### config.mk
export PLATFORM = sky130hd
export DESIGN_NAME = wallace_cpa_pipe
export DESIGN_NICKNAME = d
export VERILOG_FILES = /design/src/rtl/wallace_cpa_pipe.sv
export SDC_FILE = /design/constraint.sdc
export NUM_CORES = 1
export LEC_CHECK = 0
export CAP_MARGIN = 15
export CORE_AREA = 3 3 73 75
export DETAILED_ROUTE_END_ITERATION = 16
export DIE_AREA = 0 0 76 78
export PLACE_DENSITY = 0.85
export SETUP_SLACK_MARGIN = 0.15
export SLEW_MARGIN = 25
export SYNTH_ARGS = -nofsm -noshare
export SYNTH_HDL_FRONTEND = slang
export SYNTH_SLANG_ARGS = --single-unit
export TNS_END_PERCENT = 30
### constraint.sdc
create_clock -name clk -period 3 [get_ports clk]
set_input_delay 0.6 -clock clk [delete_from_list [all_inputs] [get_ports clk]]
set_output_delay 0.6 -clock clk [all_outputs]
set_load 0.01 [all_outputs]
### src/rtl/wallace_cpa_pipe.sv
// wallace_cpa_pipe
//   Final carry-propagate adder for the Wallace multiplier. It adds the sum row
//   and the carry row from the compression tree in two pipeline stages:
//   stage 1 adds the low half and registers the carry out of that half.
//   Stage 2 adds the high half with that registered carry. The longest ripple
//   is therefore W/2 bits. Both sides use a valid/ready handshake, and the
//   block sustains one result per cycle.
//
// Ports
//   clk        rising-edge clock
//   rst        asynchronous, active-high reset
//   in_valid   row_s/row_c carry a valid row pair
//   in_ready   pair is accepted this cycle (combinational from out_ready)
//   row_s      sum row, column aligned
//   row_c      carry row, already shifted into its column
//   out_valid  prod/cout carry a valid result
//   out_ready  consumer takes the result this cycle
//   prod       (row_s + row_c) mod 2^W
//   cout       bit W of row_s + row_c
module wallace_cpa_pipe #(
  parameter int W = 16
) (
  input  logic         clk,
  input  logic         rst,
  input  logic         in_valid,
  output logic         in_ready,
  input  logic [W-1:0] row_s,
  input  logic [W-1:0] row_c,
  output logic         out_valid,
  input  logic         out_ready,
  output logic [W-1:0] prod,
  output logic         cout
);

  localparam int H = W / 2;

  // Stage 1: low-half sum, its carry, and the raw high halves of both rows
  logic         r_s1_v;
  logic [H-1:0] r_s1_lo;
  logic         r_s1_c;
  logic [H-1:0] r_s1_hs;
  logic [H-1:0] r_s1_hc;

  // Stage 2: the output register
  logic         r_s2_v;
  logic [W-1:0] r_prod;
  logic         r_cout;

  logic         w_adv1;
  logic         w_adv2;
  logic [H:0]   w_lo_sum;
  logic [H:0]   w_hi_sum;

  // Low-half add, H+1 bits wide so that the top bit is the carry into the high half
  assign w_lo_sum = {1'b0, row_s[H-1:0]} + {1'b0, row_c[H-1:0]};

  // High-half add with the registered low carry; the top bit becomes cout
  assign w_hi_sum = {1'b0, r_s1_hs} + {1'b0, r_s1_hc} + {{H{1'b0}}, r_s1_c};

  // There is room when either stage is empty or the output drains this cycle.
  // This gives a combinational path from out_ready to in_ready, which is intentional.
  assign in_ready = !r_s1_v || !r_s2_v || out_ready;

  assign w_adv2 = r_s1_v && (!r_s2_v || out_ready);
  assign w_adv1 = in_valid && in_ready;

  always_ff @(posedge clk or posedge rst) begin
    if (rst) begin
      r_s2_v <= 1'b0;
      r_prod <= '0;
      r_cout <= 1'b0;
    end else if (w_adv2) begin
      r_s2_v <= 1'b1;
      r_prod <= {w_hi_sum[H-1:0], r_s1_lo};
      r_cout <= w_hi_sum[H];
    end else if (out_ready) begin
      r_s2_v <= 1'b0;
    end
  end

  // S1 may load and drain into S2 on the same edge. In that case occupancy
  // is unchanged and no bubble is inserted.
  always_ff @(posedge clk or posedge rst) begin
    if (rst) begin
      r_s1_v  <= 1'b0;
      r_s1_lo <= '0;
      r_s1_c  <= 1'b0;
      r_s1_hs <= '0;
      r_s1_hc <= '0;
    end else if (w_adv1) begin
      r_s1_v  <= 1'b1;
      r_s1_lo <= w_lo_sum[H-1:0];
      r_s1_c  <= w_lo_sum[H];
      r_s1_hs <= row_s[W-1:H];
      r_s1_hc <= row_c[W-1:H];
    end else if (w_adv2) begin
      r_s1_v <= 1'b0;
    end
  end

  assign out_valid = r_s2_v;
  assign prod      = r_prod;
  assign cout      = r_cout;

endmodule

==> impl_results.md <==
- Largest fanout on the critical path: 5
- Area growth syn-to-layout: 29.80%
- Max Root-Sink Buffers: 2
- Gr usage total: 16.70%
- Post-DR vias/cell: 5.263
- Worst R2R Start: r_s1_c
- Combinational power share: 37.1%
- Unique masters post-synth: 41
- First drt pass iteration count: 4
- Setup Fix Bufs, Post-CTS: 0
- Detail Route Antenna Nets: 0
- Fmax: 0.4135 GHz
- Drt wl/cell: 13.92 microns
- Starting Density: 48.79%
- Post-route setup TNS: 0 ps
- CTS clk-pin slew, worst paths: 80 ps
- Worst Skew: 3.386 ps
- Final min period: 2419 ps
- Post-synthesis sequential area ratio: 47.77%
- Hold Crit Class: flip-flop to flip-flop
- Post-synth EDFFs: 0
- Vias: 1763
- Total grt overflow: 0
- Setup WS pre-CTS: 296.8 ps
- Final setup viols: 0
- Remaining DRCs: 0
- Worst-skew pair later-pin latency: 290 ps
- Hold Fails Final Rpt: 0
- WL final: 4.664 mm
- Req. time, crit path: 2400 ps
- Multiplexer share of the synthesized area: 8.795%
- #FFs+latches synth: 44
- RSZ-0062 raised after global routing: no
- Compound-Gate Fraction of Synth Area: 13.84%
- Sw frac: 31.44%
- Fin nets: 322
- P_leak: 0.001321 uW
- Yosys warns: 0
- Cts hold-fix bufs: 0
- Pins Over Slew Limit: 0
- FFs w/ async S/R, synth: 100.0%
- Critical path endpoint: in_ready
- Die ar.: 5928 sq um
- WP data arrival: 1820 ps
- ANT cells: 0
- Final core occ: 63.34%
- Die height: 78 microns
- Final period util: 80.62%
- DP Wirelength: 3.684 mm
- GP Congestion: 0.8325
- Filler Cell Count: 385
- Main combinational cell family by area after synthesis: simple AND/OR/NAND/NOR gates
- Syn Std Cell Area: 2305 sq um
- GRT met2 Usage: 28.10%
- Port Buf Inserts: 54
- Max transition margin: 44.24%
- Layout cells sized above 1: 12.31%
- Post-Synth Adder-Cell Area: 10.75%
- Post-Synth XOR/XNOR Area: 1.900%
- Grt peak-use layer: met2
- Boundary pin count: 55
- R2R setup slack: 650 ps
- Die X: 76 microns
- Reg power frac: 44.3%
- Vias in the first global route: 1753
- GR Layer Usage met3: 3.132%
- Max H-tree Level: 2
- Clk network pwr share: 18.7%
- TritonCTS clock tree: built
- Root Buffer: clkbuf_8
- Antenna violations before repair: 0
- Synth Instances: 211
- Non-Filler Instances: 335
- Core Region: 4723 sq um
- Clk sinks: 44
- PwrDens: 619.8 nW/um^2
- Total power draw: 1854 uW
- Area share of and/or/nand/nor cells after synthesis: 14.50%
- Tightest Pin Transition: 833.4 ps
- Worst VDD drop: 0.2273 mV
- Worst Reg-to-Reg Cells: 6
- Run status: finished clean
- Worst R2R End: cout
- WS Path Type: primary input to output port
- Final setup margin: 581.5 ps
- First-pass GRT wire length: 8.010 mm
- Pint: 1271 uW
- GR Util met1: 21.79%
- Synth Net Count: 265
- Pin count of the biggest net entering global routing: 32
- Syn_area_per_cell: 10.92 sq um
- Post-CTS resize count: 0
- Startpoint types: primary input
- Most frequent cells in the layout: clkdlybuf4s50_1 (54), nand2_1 (47), dfrtp_1 (44)
- Crit. End Element: output port
- Max-cap violation count: 0
- Leading cell type in the layout, fill and taps excluded: clkdlybuf4s50_1
- Crit. Startpoint: out_ready
- CTS buffer count: 5
- # rows: 25
- Drt initial violations: 126
- Top FF cell, synth: dfrtp_1
- NetSw: 582.9 uW
- Placed cells: 328
[worst min-delay path by stage]
stage	startpoint	end	slack [ps]	depth (start not counted)
floorplan	r_s1_lo[0]	prod[0]	430	2
global placement	r_s1_lo[1]	prod[1]	450	2
detailed placement	prod[4]	prod[4]	470	2
CTS	r_s1_lo[6]	prod[6]	480	2
global route	r_s1_lo[6]	prod[6]	500	2
finish	r_s1_lo[5]	prod[5]	480	2
[Yosys cell counts (2+ instances only)]
cell,number,share of area (%)
nand2b_1,2,0.54
o211ai_1,4,1.3
ha_1,15,8.1
nand2_1,47,7.7
xor2_1,2,0.76
clkbuf_1,2,0.33
nand3_1,2,0.43
xnor2_1,3,1.1
nor2b_1,3,0.81
o31a_1,3,1.1
mux2_2,18,8.8
o21a_1,2,0.65
buf_2,3,0.65
o21ai_0,9,2.0
nor4b_1,2,0.76
nor2_1,2,0.33
dfrtp_1,44,48
o31ai_1,4,1.3
nor3_1,2,0.43
a211o_1,2,0.76
a21oi_1,5,1.1
inv_1,6,0.98
o22a_1,2,0.76
or4_1,2,0.65
a211oi_1,5,1.6
a21o_1,3,0.98
fa_1,3,2.6
[sequential cells by signal (all words and copies together) (netlist names)]
name       cells
cout           1
r_s1_c         1
out_valid      1
prod          16
r_s1_v         1
r_s1_hc        8
r_s1_hs        8
r_s1_lo        8
[stage by stage]
| stage | hold slack [ps] | area, sq um |
|---|---|---|
| after detailed placement | 466.2 | 2910 |
| after floorplan | 434.8 | 2305 |
| final | 479.8 | 2992 |
| after CTS | 480.2 | 2992 |
| after global placement | 445.8 | 2910 |
| after global routing | 500.4 | 2992 |
[power by group through the flow]
stage / Clock, uW / Combinational [uW] / Sequential (uW)
floorplan: 0 / 359 / 853
global placement: 0 / 672 / 826
detailed placement: 0 / 690 / 834
CTS: 359 / 692 / 823
global route: 380 / 764 / 840
finish: 346 / 687 / 821
[layout make-up]
type | count | area, sq um | area share, %
inverters | 6 | 22.52 | 0.7528
repair buffers | 56 | 555.5 | 18.57
clock inverters | 2 | 12.51 | 0.4182
clock buffers | 5 | 68.82 | 2.300
flip-flops and latches | 44 | 1101 | 36.80
well taps | 67 | 83.83 | 2.802
multi-input cells | 155 | 1147 | 38.35
[critical path, stage by stage]
cell and delay (ps):
clkdlybuf4s50_1 510, nand3b_4 170, clkdlybuf4s50_1 540
[kinds of logic (layout without fill, tap and decap cells)]
family	Yosys count	count (layout)
flops	44	44
compound gates	45	45
mux	18	18
xor+xnor	5	5
fa+ha+maj	18	18
buf+inv	12	69
simple gates	69	69
[layer usage]
metal | routed length, microns | part of all wire, % | up-vias
li1 | - | - | 867
met1 | 2149 | 46 | 846
met2 | 2251 | 48 | 44
met3 | 201 | 4.3 | 6
met4 | 61 | 1.3 | 0
met5 | 0 | 0 | -
No activity file was read; power rests on OpenSTA's default activity.
